==> config.mk <==
export PLATFORM = sky130hd
export DESIGN_NAME = wbu
export DESIGN_NICKNAME = d
export VERILOG_FILES = /design/src/rtl/wbu.sv
export SDC_FILE = /design/constraint.sdc
export NUM_CORES = 1
export LEC_CHECK = 0
export BUFFER_PORTS_ARGS = -buffer_cell sky130_fd_sc_hd__buf_2
export CORE_MARGIN = 2
export CORE_UTILIZATION = 50
export DETAILED_ROUTE_END_ITERATION = 10
export GPL_TIMING_DRIVEN = 1
export PLACE_DENSITY = 0.9
export SLEW_MARGIN = 5
export SYNTH_ARGS = -nofsm -noshare
export SYNTH_HDL_FRONTEND = slang
export SYNTH_SLANG_ARGS = --single-unit
==> constraint.sdc <==
create_clock -name i_clk -period 11.18 [get_ports i_clk]
set_clock_uncertainty 0.2 [all_clocks]
set_input_delay 2.236 -clock i_clk [delete_from_list [all_inputs] [get_ports i_clk]]
set_output_delay 2.236 -clock i_clk [all_outputs]
set_load 0.005 [all_outputs]
==> src/rtl/wbu.sv <==
// Writeback unit: selects ALU or formatted load data and drives the register
// file write port from a single registered stage. Also tracks pending writes.
module wbu #(
  parameter int unsigned CPU_WIDTH = 64,
  parameter int unsigned REG_ADDRW = 5,
  parameter int unsigned REG_COUNT = 32
) (
  input  logic                 i_clk,
  input  logic                 i_rst,
  input  logic                 i_valid,
  output logic                 o_ready,
  input  logic [REG_ADDRW-1:0] i_rd,
  input  logic                 i_rd_wen,
  input  logic                 i_is_load,
  input  logic [CPU_WIDTH-1:0] i_alu_res,
  input  logic [CPU_WIDTH-1:0] i_ld_raw,
  input  logic [2:0]           i_ld_funct,
  input  logic [2:0]           i_ld_off,
  input  logic                 i_issue,
  input  logic [REG_ADDRW-1:0] i_issue_rd,
  input  logic                 i_flush,
  output logic                 o_wen,
  output logic [REG_ADDRW-1:0] o_waddr,
  output logic [CPU_WIDTH-1:0] o_wdata,
  output logic [REG_COUNT-1:0] o_busy,
  output logic                 o_ld_err,
  output logic [63:0]          o_retire_cnt
);

  localparam logic [2:0] F_LB  = 3'b000;
  localparam logic [2:0] F_LH  = 3'b001;
  localparam logic [2:0] F_LW  = 3'b010;
  localparam logic [2:0] F_LD  = 3'b011;
  localparam logic [2:0] F_LBU = 3'b100;
  localparam logic [2:0] F_LHU = 3'b101;
  localparam logic [2:0] F_LWU = 3'b110;

  logic                 wen_q, wen_d;
  logic                 drop_q, drop_d;
  logic [REG_ADDRW-1:0] waddr_q, waddr_d;
  logic [CPU_WIDTH-1:0] wdata_q, wdata_d;
  logic [REG_COUNT-1:0] busy_q, busy_d;
  logic                 ld_err_q, ld_err_d;
  logic [63:0]          cnt_q, cnt_d;

  logic                 xfer;
  logic [CPU_WIDTH-1:0] sh;
  logic [CPU_WIDTH-1:0] ld_data;
  logic                 ld_bad;
  logic                 err;
  logic [CPU_WIDTH-1:0] result;

  assign o_ready = !i_rst && !i_flush;
  assign xfer    = i_valid && o_ready;

  // Load byte-lane alignment, extension and alignment check
  always_comb begin
    sh      = i_ld_raw >> {i_ld_off, 3'b000};
    ld_data = sh;
    ld_bad  = 1'b0;
    case (i_ld_funct)
      F_LB:  ld_data = {{(CPU_WIDTH-8){sh[7]}}, sh[7:0]};
      F_LBU: ld_data = {{(CPU_WIDTH-8){1'b0}}, sh[7:0]};
      F_LH: begin
        ld_data = {{(CPU_WIDTH-16){sh[15]}}, sh[15:0]};
        ld_bad  = i_ld_off[0];
      end
      F_LHU: begin
        ld_data = {{(CPU_WIDTH-16){1'b0}}, sh[15:0]};
        ld_bad  = i_ld_off[0];
      end
      F_LW: begin
        ld_data = {{(CPU_WIDTH-32){sh[31]}}, sh[31:0]};
        ld_bad  = |i_ld_off[1:0];
      end
      F_LWU: begin
        ld_data = {{(CPU_WIDTH-32){1'b0}}, sh[31:0]};
        ld_bad  = |i_ld_off[1:0];
      end
      F_LD: begin
        ld_data = sh;
        ld_bad  = |i_ld_off;
      end
      default: ld_bad = 1'b1;
    endcase
    err    = i_is_load && ld_bad;
    result = i_is_load ? ld_data : i_alu_res;
  end

  // Next-state for stage, scoreboard and retire counter
  always_comb begin
    wen_d    = xfer && i_rd_wen && (i_rd != '0) && !err;
    drop_d   = xfer && i_rd_wen && err;
    waddr_d  = xfer ? i_rd : waddr_q;
    wdata_d  = xfer ? result : wdata_q;
    ld_err_d = xfer && err;
    cnt_d    = cnt_q + 64'(xfer);
    busy_d   = busy_q;
    for (int k = 1; k < REG_COUNT; k++) begin
      if ((wen_q || drop_q) && (waddr_q == REG_ADDRW'(k))) busy_d[k] = 1'b0;
      if (i_issue && (i_issue_rd == REG_ADDRW'(k)))        busy_d[k] = 1'b1;
    end
    busy_d[0] = 1'b0;
    if (i_flush) busy_d = '0;
  end

  always_ff @(posedge i_clk or posedge i_rst) begin
    if (i_rst) begin
      wen_q    <= 1'b0;
      drop_q   <= 1'b0;
      waddr_q  <= '0;
      wdata_q  <= '0;
      busy_q   <= '0;
      ld_err_q <= 1'b0;
      cnt_q    <= '0;
    end else begin
      wen_q    <= wen_d;
      drop_q   <= drop_d;
      waddr_q  <= waddr_d;
      wdata_q  <= wdata_d;
      busy_q   <= busy_d;
      ld_err_q <= ld_err_d;
      cnt_q    <= cnt_d;
    end
  end

  assign o_wen        = wen_q;
  assign o_waddr      = waddr_q;
  assign o_wdata      = wdata_q;
  assign o_busy       = busy_q;
  assign o_ld_err     = ld_err_q;
  assign o_retire_cnt = cnt_q;

endmodule

Yosys cells after proc, flatten, opt, wreduce, memory -nomap -nowiden
Index checks and enable logic that the tools add are counted.
W data, S select, Z words.
{"block": "classes", "n_addsub": 1, "eq_ne": 68, "shift": 1, "n_mux": 66, "n_reduce_logical": 112}
{"cell": "$pmux W64 S6", "count": 1}
{"cell": "$eq A5 B5 Y1 const B", "count": 32}
{"cell": "$reduce_bool A3 Y1", "count": 31}
{"cell": "$eq A5 B4 Y1 const B", "count": 16}
{"cell": "$logic_and A1 B1 Y1", "count": 70}
{"cell": "$add A64 B1 Y64", "count": 1}
{"cell": "$mux W64", "count": 1}
{"cell": "$shr A64 B6 Y64", "count": 1}
{"cell": "$mux W1", "count": 62}
{"cell": "$eq A5 B3 Y1 const B", "count": 8}
{"cell": "$mux W32", "count": 1}
{"cell": "$eq A5 B2 Y1 const B", "count": 4}
{"cell": "$eq A5 B1 Y1 const B", "count": 2}
{"cell": "$eq A3 B3 Y1 const B", "count": 3}
{"cell": "$reduce_or A2 Y1", "count": 4}
{"cell": "$eq A3 B2 Y1 const B", "count": 2}
{"cell": "$reduce_bool A5 Y1", "count": 1}
{"cell": "$pmux W1 S4", "count": 1}
{"cell": "$eq A3 B1 Y1 const B", "count": 1}
{"cell": "$logic_not A1 Y1", "count": 3}
{"cell": "$logic_not A3 Y1", "count": 1}
{"cell": "$reduce_or A3 Y1", "count": 1}
{"cell": "$logic_or A1 B1 Y1", "count": 1}
{"block": "word_totals", "reg_bits": 168, "in_bits": 151, "out_inout_bits": 168, "wordCells": 286}

Longest topological paths before layout
Gate-level depths: netlist of the first run.
{"block": "depth", "word_depth": 6, "mapped_depth": 12, "ltp_nobuf": 10}

Worst setup path before layout of the first run
Ideal clock, no wire load.
{"block": "synth_timing", "path_type": "input to output", "startpoint": "in i_rst", "endpoint": "out o_ready", "arrival_ns": 2.373, "required_ns": 8.744, "path_slack_ns": 6.371, "cell_stages": 1, "path_buffers": 0, "path_cell_list": "nor2_1"}
{"block": "synth_via", "elab_chain_cells": 2}
{"element": "from (decl)", "line_no": "9", "text": "input logic i_rst,"}
{"element": "$logic_not A1 Y1 (no source line)"}
{"element": "$logic_and A1 B1 Y1", "line_no": "53", "text": "assign o_ready = !i_rst && !i_flush;"}
{"element": "to (decl)", "line_no": "11", "text": "output logic o_ready,"}
No other way between the ends.

Worst setup path after layout of the first run
{"block": "layout_timing", "startpoint": "in i_flush", "endpoint": "reg cnt_q[52] (netlist: o_retire_cnt[52])"}
{"block": "layout_via", "elab_chain_cells": 4}
{"element": "from (decl)", "line_no": "21", "text": "input logic i_flush,"}
{"element": "$logic_not A1 Y1", "line_no": "53"}
{"element": "$logic_and A1 B1 Y1", "line_no": "53"}
{"element": "$logic_and A1 B1 Y1", "line_no": "54", "text": "assign xfer = i_valid && o_ready;"}
{"element": "$add A64 B1 Y64", "line_no": "97", "text": "cnt_d = cnt_q + 64'(xfer);"}
{"element": "net cnt_d[52]", "line_no": "44", "text": "logic [63:0] cnt_q, cnt_d;"}
{"element": "to (signal assigned)", "line_no": "123", "text": "cnt_q <= cnt_d;"}
{"element": "to (decl)", "line_no": "44"}
The timed path passes the listed nets, and every way through them passes these cells.
A chain may end at the register's enable or synchronous reset.

==> results of run 1 <==
## worst max-delay path, stage by stage
cell	delay (ps)
buf_2	290
nor2_1	220
nand2_2	60
buf_4	380
inv_1	130
buf_4	380
ha_1	250
ha_1	240
nand4_1	110
nor4_1	550
nand4_1	300
nor2_1	240
xnor2_1	140
## metal layers
metal	GRT usage	part of all wire
met1	0.390	0.40
met2	0.495	0.48
met3	0.0523	0.076
met4	0.138	0.043
met5	0	0.00022
## where the power goes
part | switching, mW | leakage [nW] | internal (mW) | total [mW]
sequential | 0.0442 | 2.17 | 0.661 | 0.705
combinational | 0.174 | 3.22 | 0.133 | 0.307
clock | 0.282 | 0.283 | 0.298 | 0.580
total | 0.500 | 5.67 | 1.09 | 1.59
## worst max-delay path by stage
stage	startpoint	to	depth (start not counted)
2_1_floorplan	i_rst	drop_q$_DFF_PP0_	1
3_3_place_gp	i_flush	o_retire_cnt[14]$_DFF_PP0_	12
3_5_place_dp	i_flush	o_retire_cnt[60]$_DFF_PP0_	13
4_1_cts	i_flush	o_ready	3
5_1_grt	i_flush	o_retire_cnt[52]$_DFF_PP0_	13
6_report	i_flush	o_retire_cnt[52]$_DFF_PP0_	13
## cells by family after synthesis
| logic type | after synthesis | share of synthesized area |
|---|---|---|
| compound gates | 244 | 0.157 |
| fa+ha+maj | 3 | 0.00385 |
| other cells | 1 | 0.000385 |
| xor+xnor | 62 | 0.0557 |
| buf+inv | 76 | 0.0372 |
| mux | 87 | 0.112 |
| flops | 167 | 0.429 |
| simple gates | 384 | 0.205 |
## flip-flops by register name (all words and copies together) (netlist names)
| name | cells |
|---|---|
| o_wen | 1 |
| o_retire_cnt | 64 |
| o_wdata | 64 |
| drop_q | 1 |
| o_waddr | 5 |
| o_ld_err | 1 |
| o_busy | 31 |
## layout by cell type, fill, tap and decap left out, types with 8 or more instances in the layout
| cell | synthesis | routed |
|---|---|---|
| o32ai_1 | 14 | 14 |
| o21ai_1 | 15 | 15 |
| a21oi_2 | 30 | 30 |
| nand3b_1 | 9 | 9 |
| buf_4 | 5 | 9 |
| or2_2 | 9 | 9 |
| xor2_1 | 22 | 22 |
| o21ai_0 | 94 | 94 |
| o221ai_1 | 10 | 10 |
| nor2b_1 | 10 | 10 |
| clkbuf_16 | 0 | 17 |
| nand3_1 | 47 | 47 |
| buf_2 | 17 | 317 |
| mux4_2 | 15 | 15 |
| or3_1 | 39 | 39 |
| nand4_1 | 27 | 27 |
| and3_1 | 18 | 18 |
| xnor2_1 | 40 | 40 |
| mux2i_1 | 49 | 49 |
| dfrtp_1 | 167 | 167 |
| o211ai_1 | 8 | 8 |
| o22ai_1 | 16 | 16 |
| mux2_2 | 23 | 23 |
| nor2_1 | 32 | 32 |
| and4_1 | 10 | 10 |
| a21oi_1 | 43 | 43 |
| nand2b_1 | 15 | 15 |
| nor3_1 | 12 | 12 |
| nand2_1 | 135 | 134 |
## layout make-up
type,instances,share of cell area
clock buffers,17,0.0355
flip-flops and latches,167,0.349
inverters,7,0.00261
well taps,265,0.0277
multi-input cells,781,0.434
repair buffers,326,0.138
diodes,1,0.000209
clock inverters,15,0.0130
## stage by stage
stage	instances	power [mW]
global route	1579	1.66
CTS	1578	1.60
global placement	1546	1.02
detailed placement	1546	1.02
floorplan	1024	0.872
finish	1579	1.59
==> impl_metrics.ini, run 1 <==
[synthesis]
syn_nets = 1178
synth_edf_count = 0
synthArstFlopShare = 1.00
synth_area_leader_cell = dfrtp_1
synth_seq_cells = 167
ys.flop_type = dfrtp_1
synth_top_area_frac = 0.429
seq_area_frac_synth = 0.429
yosysUniqueCellTypes = 51
synthTopCellsByCount = dfrtp_1 (167), nand2_1 (135), o21ai_0 (94)
synth.most_common_cell = dfrtp_1
yosysWarnings = 0
synthCells = 1024
syn_area_per_cell_um2 = 9.52
synth_area_leaders = dfrtp_1 (43%), nand2_1 (5.2%), mux2i_1 (5.0%), o21ai_0 (4.8%), xnor2_1 (3.6%)
netlist_area_mm2 = 0.00975

[clock_tree]
clk_path_buf_depth = 2
cts_setup_buffers = 0
cts_tree = built
cts_made_buffers = 17
cts_root_buf = clkbuf_16
clock_latency_ps = 420
cts.sinks = 167
htreeDepth = 4
path_clk_slew_ps = 70
postCtsHoldBufs = 0
cts_resized = 0

[worst_setup_path]
r2r_slack_ps = 8510
startpoint_type = input pin
path_max_fanout = 102
reg2reg_depth = 5
end_kind = flop
arrival_ps = 5580
required_ps = 11320
criticalPathCategory = input pin to flop
r2r_end = o_retire_cnt[59]$_DFF_PP0_
r2r_start = o_retire_cnt[28]$_DFF_PP0_

[min_path]
hold_class = flop to flop
hp-start = o_retire_cnt[63]$_DFF_PP0_
whs_path_depth = 1
min_to = o_retire_cnt[63]$_DFF_PP0_

[power]
cellLeakagePower_nw = 5.67
p_per_area_mw_per_mm2 = 133
peakVddDrop_v = 0.0000962

[layout]
regArea_mm2 = 0.00418
layout.nets = 1454
drive_above_1_share = 0.337
utilization = 0.622
multi_input_area_mm2 = 0.00521
finalInstanceArea_mm2 = 0.0120
n_fill_cell = 1639
areaGrowthSynthToFinish_pct = 23.0

[grt]
grt_start_max_net_pins = 103
grt_overflow = 0
grt_first_pass_wirelength_um = 48400
grt_antenna_before_repair = 2
grtUsageTotal = 0.301
grt_pass1_vias = 8881

[route]
dr.first_iter.drc_count = 670
routed_via_density = 5.88
dr.pass1.iters = 5
wl_per_cell_um = 19.9
post-route-drc-count = 0
ant_nets = 0
routed_wl_um = 31400
vias = 9281

[sta]
finalHoldViolations = 0
drv_slew = 0
fin_crit_ps = 5440
worst_slack_ps = 5740
worstMarginPinSlew_ps = 1040
finalSetupTns_ps = 0
rsz0062_at_grt = false
fin_crit_sh = 0.486
relSlewSlack = 0.302
fin_hold_ws_ps = 275
max_freq_ghz = 0.184
finalSetupViolations = 0

[place]
dp_worst_setup_slack_ps = 5480
post-dp-hpwl_um = 23200
gp_congestion = 1.01
dpl-instance-area_mm2 = 0.0114
port-buffer-count = 317

[die]
fp-row-count = 51
num_io_pins = 319
die-area_mm2 = 0.0206
die_h_um = 144
initial_core_util = 0.506
die_w_um = 144
fp.coreArea_mm2 = 0.0193

[flow_run]
drv_cap = 0

[outcome]
outcome = finished, final reports clean
(Power assumes the default switching activity.)
==> run 2: changes to the inputs <==
==> constraint.sdc (replaced) <==
create_clock -name i_clk -period 5.39 [get_ports i_clk]
set_clock_uncertainty 0.2 [all_clocks]
set_input_delay 1.078 -clock i_clk [delete_from_list [all_inputs] [get_ports i_clk]]
set_output_delay 1.078 -clock i_clk [all_outputs]
set_load 0.005 [all_outputs]
==> run 2 against run 1 <==
Flip-flop and latch count unchanged. Sequential power up 110%. Wire length up 2.1%. Global-route usage up 0.49 points. Critical path type unchanged. Power up 110%. Register-to-register slack worse by 5700 ps. Largest cell class unchanged. Die area unchanged. Critical path depth down 5. Combinational power up 110%. Clock-buffer cell count unchanged. Critical endpoint is now o_wdata[63]$_DFFE_PP0N_.
==> impl_metrics.ini, run 2 (synthesis results as in run 1) <==
[clock_tree]
cts_resized = 0
clock_latency_ps = 420
cts_setup_buffers = 0
cts_made_buffers = 17
path_clk_slew_ps = 70
cts.sinks = 167
clk_path_buf_depth = 2
cts_tree = built
htreeDepth = 4
postCtsHoldBufs = 0
cts_root_buf = clkbuf_16

[sta]
fin_crit_sh = 0.661
worst_slack_ps = 1830
finalSetupViolations = 0
rsz0062_at_grt = false
finalHoldViolations = 0
drv_slew = 0
worstMarginPinSlew_ps = 989
max_freq_ghz = 0.281
fin_crit_ps = 3560
relSlewSlack = 0.336
finalSetupTns_ps = 0

[grt]
grt_pass1_vias = 9068
grt_antenna_before_repair = 4
grtUsageTotal = 0.306
grt_start_max_net_pins = 102
grt_overflow = 0
grt_first_pass_wirelength_um = 49100

[route]
routed_wl_um = 32000
vias = 9439
wl_per_cell_um = 20.2
dr.pass1.iters = 5
post-route-drc-count = 0
dr.first_iter.drc_count = 830
ant_nets = 0
routed_via_density = 5.96

[power]
peakVddDrop_v = 0.000201
p_per_area_mw_per_mm2 = 276
cellLeakagePower_nw = 5.68

[layout]
layout_common_cells = buf_2 (317), dfrtp_1 (167), nand2_1 (134), o21ai_0 (94), mux2i_1 (49)
areaGrowthSynthToFinish_pct = 23.3
layout.nets = 1456
utilization = 0.624
drive_above_1_share = 0.338
layout_commonest_cell = buf_2

[place]
dp_worst_setup_slack_ps = 1460
port-buffer-count = 317
gp_congestion = 1.00
post-dp-hpwl_um = 24500

[worst_setup_path]
required_ps = 5480
criticalPathCategory = input pin to flop
startpoint_type = input pin
path_max_fanout = 36
arrival_ps = 3650
end_kind = flop

[flow_run]
drv_cap = 0

[die]
fp.coreArea_mm2 = 0.0193
num_io_pins = 319
die_h_um = 144
die-area_mm2 = 0.0206
fp-row-count = 51
die_w_um = 144
initial_core_util = 0.506

[outcome]
outcome = finished, final reports clean

[min_path]
hold_class = flop to flop
[run 2: changes by cell type in the layout (fill, tap and decap cells not counted), sizes merged]
cell,change
diode,+2
clkinvlp,+2
inv,-1
buf,+2
clkinv,-1
[run 2: per-layer routing]
metal / share of wire / track usage
met5: 0.00041 / 0
met4: 0.046 / 0.146
met3: 0.078 / 0.0680
met2: 0.48 / 0.496
met1: 0.40 / 0.390
[run 2: report_power, final]
group          leakage (nW)  total (mW)  switching, mW  internal, mW
logic                  3.23       0.645          0.367         0.278
clock network         0.279        1.21          0.588         0.619
registers              2.17        1.46         0.0923          1.37
total                  5.68        3.32           1.05          2.27
[run 2: final cells by class]
type                    instances  area, µm²
fillers                      1651       7250
multi-input cells             781       5210
flip-flops and latches        167       4180
repair buffers                328       1680
clock buffers                  17        425
well taps                     265        332
clock inverters                15        156
inverters                       7       30.0
diodes                          3       7.51
[run 2: metrics by stage]
step           hold WS (ps)  cell area (µm²)  total power, mW  cells
2_1_floorplan           265             9750             1.81   1024
3_3_place_gp            255            11400             2.11   1548
3_5_place_dp            256            11400             2.13   1548
4_1_cts                 268            12000             3.33   1580
5_1_grt                 273            12000             3.46   1581
6_report                269            12000             3.32   1583
[run 2: worst paths after layout]
check	start	cells after the start	endpoint	slack (ps)
min in group asynchronous	i_rst	2	o_wdata[4]$_DFFE_PP0N_	610
worst max-delay path	i_ld_off[2]	8	o_wdata[63]$_DFFE_PP0N_	1830
worst max register to register	o_retire_cnt[28]$_DFF_PP0_	5	o_retire_cnt[59]$_DFF_PP0_	2780
worst min-delay path	o_retire_cnt[63]$_DFF_PP0_	1	o_retire_cnt[63]$_DFF_PP0_	270
max in group asynchronous	i_rst	3	o_wdata[37]$_DFFE_PP0N_	3270
worst min register to register	o_retire_cnt[63]$_DFF_PP0_	1	o_retire_cnt[63]$_DFF_PP0_	270
[run 2: worst max-delay path: stages]
cell and delay (ps):
buf_2 490, buf_4 500, nand2b_1 100, o22ai_1 340, o41ai_4 210, nor4_4 290
buf_4 470, a21oi_1 150
==> run 3: changes to the inputs <==
--- a/config.mk
+++ b/config.mk
@@ -5,12 +5,13 @@
 export SDC_FILE = /design/constraint.sdc
 export NUM_CORES = 1
 export LEC_CHECK = 0
+export ABC_AREA = 1
 export BUFFER_PORTS_ARGS = -buffer_cell sky130_fd_sc_hd__buf_2
 export CORE_MARGIN = 2
 export CORE_UTILIZATION = 50
 export DETAILED_ROUTE_END_ITERATION = 10
 export GPL_TIMING_DRIVEN = 1
-export PLACE_DENSITY = 0.9
+export PLACE_DENSITY = 0.89
 export SLEW_MARGIN = 5
 export SYNTH_ARGS = -nofsm -noshare
 export SYNTH_HDL_FRONTEND = slang
==> constraint.sdc (replaced) <==
create_clock -name i_clk -period 3.35 [get_ports i_clk]
set_clock_uncertainty 0.2 [all_clocks]
set_input_delay 0.67 -clock i_clk [delete_from_list [all_inputs] [get_ports i_clk]]
set_output_delay 0.67 -clock i_clk [all_outputs]
set_load 0.005 [all_outputs]
==> run 3 against run 2 <==
Largest power group unchanged. Clock-buffer cell count is 1 higher. Register-to-register slack worse by 1800 ps. Combinational power is 67% higher. Final area is 8.8% higher. Via count is 30% higher. Clock power is 66% higher. Critical path depth is 5 higher. Critical endpoint is now o_retire_cnt[60]$_DFF_PP0_. Utilization is 0.37 points lower. Area after synthesis is 11% higher. Non-clock buffer count is 8 higher. Cell count is 40% higher.
==> impl_metrics.ini, run 3 <==
[synthesis]
synth_area_leaders = dfrtp_1 (39%), nand2_1 (21%), nor2_1 (8.3%), nand3_1 (6.1%), inv_1 (3.6%)
ys.flop_type = dfrtp_1
synth_area_leader_cell = dfrtp_1
syn_area_per_cell_um2 = 6.54
yosysWarnings = 0
synth.most_common_cell = nand2_1
synth_edf_count = 0
netlist_area_mm2 = 0.0108
synth_seq_cells = 167
seq_area_frac_synth = 0.388
yosysUniqueCellTypes = 35
synthCells = 1647
syn_nets = 1801
synth_top_area_frac = 0.388
synthTopCellsByCount = nand2_1 (603), nor2_1 (237), dfrtp_1 (167)
synthArstFlopShare = 1.00

[layout]
layout_common_cells = nand2_1 (602), buf_2 (317), nor2_1 (237), dfrtp_1 (167), nand3_1 (131)
layout.nets = 2075
regArea_mm2 = 0.00418
drive_above_1_share = 0.199
post_layout_nonfiller_instances = 2210
layout_commonest_cell = nand2_1
n_fill_cell = 1967
finalInstanceArea_mm2 = 0.0131
utilization = 0.620
multi_input_area_mm2 = 0.00581
areaGrowthSynthToFinish_pct = 21.3

[clock_tree]
cts_root_buf = clkbuf_16
cts_tree = built
htreeDepth = 4
cts_setup_buffers = 0
path_clk_slew_ps = 80
cts.sinks = 167
postCtsHoldBufs = 0
clock_latency_ps = 440
cts_made_buffers = 17
cts_resized = 0
clk_path_buf_depth = 2

[die]
die_w_um = 151
die-area_mm2 = 0.0227
initial_core_util = 0.511
die_h_um = 151
num_io_pins = 319
fp.coreArea_mm2 = 0.0211
fp-row-count = 53

[route]
vias = 12258
dr.first_iter.drc_count = 956
wl_per_cell_um = 17.7
dr.pass1.iters = 6
routed_via_density = 5.55
post-route-drc-count = 0
routed_wl_um = 39200
ant_nets = 0

[power]
power_mw = 5.43
combPwrFrac = 0.199
swShare = 0.324
internal_power_mw = 3.67
peakVddDrop_v = 0.000294
cellLeakagePower_nw = 6.90
p_per_area_mw_per_mm2 = 415
sequentialPowerShare = 0.430
pwr-share-clk = 0.371
p_sw_mw = 1.76

[worst_setup_path]
cp-startpoint = i_rst
arrival_ps = 2850
end_kind = flop
r2r_start = o_retire_cnt[0]$_DFF_PP0_
startpoint_type = input pin
required_ps = 3490
criticalPathCategory = input pin to flop
path_max_fanout = 4

[grt]
grtUsageTotal = 0.344
grt_overflow = 0
grt_start_max_net_pins = 72
grt_antenna_before_repair = 1
grt_pass1_vias = 11472
grt_first_pass_wirelength_um = 60700

[place]
dpl-instance-area_mm2 = 0.0125
port-buffer-count = 317
post-dp-hpwl_um = 30100
dp_cells = 2177
dp_worst_setup_slack_ps = 216
gp_congestion = 0.992

[outcome]
outcome = finished, final reports clean

[sta]
fin_hold_ws_ps = 134
worstMarginPinSlew_ps = 1160
fin_crit_ps = 2710
finalHoldViolations = 0
worst_slack_ps = 643
finalSetupViolations = 0
max_freq_ghz = 0.369
finalSetupTns_ps = 0
fin_crit_sh = 0.808
relSlewSlack = 0.222
drv_slew = 0
rsz0062_at_grt = false

[flow_run]
drv_cap = 0

[min_path]
hold_class = input pin to async pin
## run 3: cell types whose count changed in the layout (fill, tap and decap cells not counted), moves of 39 or more
| cell | change |
|---|---|
| nand2_1 | +468 |
| nor2_1 | +205 |
| inv_1 | +97 |
| nand3_1 | +84 |
| mux2i_1 | -49 |
| or3_1 | -39 |
## run 3: cell families after synthesis
| group | synth area share |
|---|---|
| and+or+nand+nor | 0.410 |
| xor gates and xnor gates | 0.0447 |
| AOI/OAI and AO/OA | 0.0801 |
| adders and majority gates | 0.00348 |
| buffers and inverters | 0.0737 |
| DFF | 0.388 |
| other | 0.000348 |
## run 3: area by class of cell
type,instances,area share
multi-input combinational,1294,0.445
timing repair buffer,336,0.134
antenna,1,0.000191
tap,275,0.0263
inverter,105,0.0304
clock inverter,14,0.0119
sequential,167,0.320
clock buffer,18,0.0328
## run 3: power by group through the flow
stage	Combinational [mW]	Sequential, mW	Clock [mW]
after global placement	1.05	2.36	0
after global routing	1.20	2.35	2.10
after floorplan	0.566	2.36	0
after CTS	1.07	2.33	2.02
after detailed placement	1.07	2.37	0
final	1.08	2.33	2.01
## run 3: routing by layer
layer,vias up,global-route usage,share of wire
met2,716,0.554,0.47
met1,5632,0.458,0.39
met4,0,0.150,0.040
met5,-,0,0
li1,5808,-,-
met3,102,0.0593,0.096
## run 3: final timing paths
path / slack (ps) / depth (start not counted) / end
max in group asynchronous: 2030 / 3 / o_busy[13]$_DFFE_PP0P_
setup reg to reg: 940 / 9 / o_retire_cnt[60]$_DFF_PP0_
hold / removal: 130 / 2 / o_retire_cnt[46]$_DFF_PP0_
hold reg to reg: 270 / 2 / o_wdata[8]$_DFFE_PP0N_
setup / recovery: 640 / 13 / o_retire_cnt[60]$_DFF_PP0_
min in group i_clk: 270 / 3 / o_waddr[3]$_DFFE_PP0N_
## run 3: critical path, stage by stage
cell and delay (ps):
buf_2 120, nor2_1 200, nand2_4 70, inv_1 90, ha_1 220, ha_1 240
inv_1 90, nor2_1 330, nand3_1 200, nor3_1 370, nand3_1 120, nand2_1 80
nand2_1 50
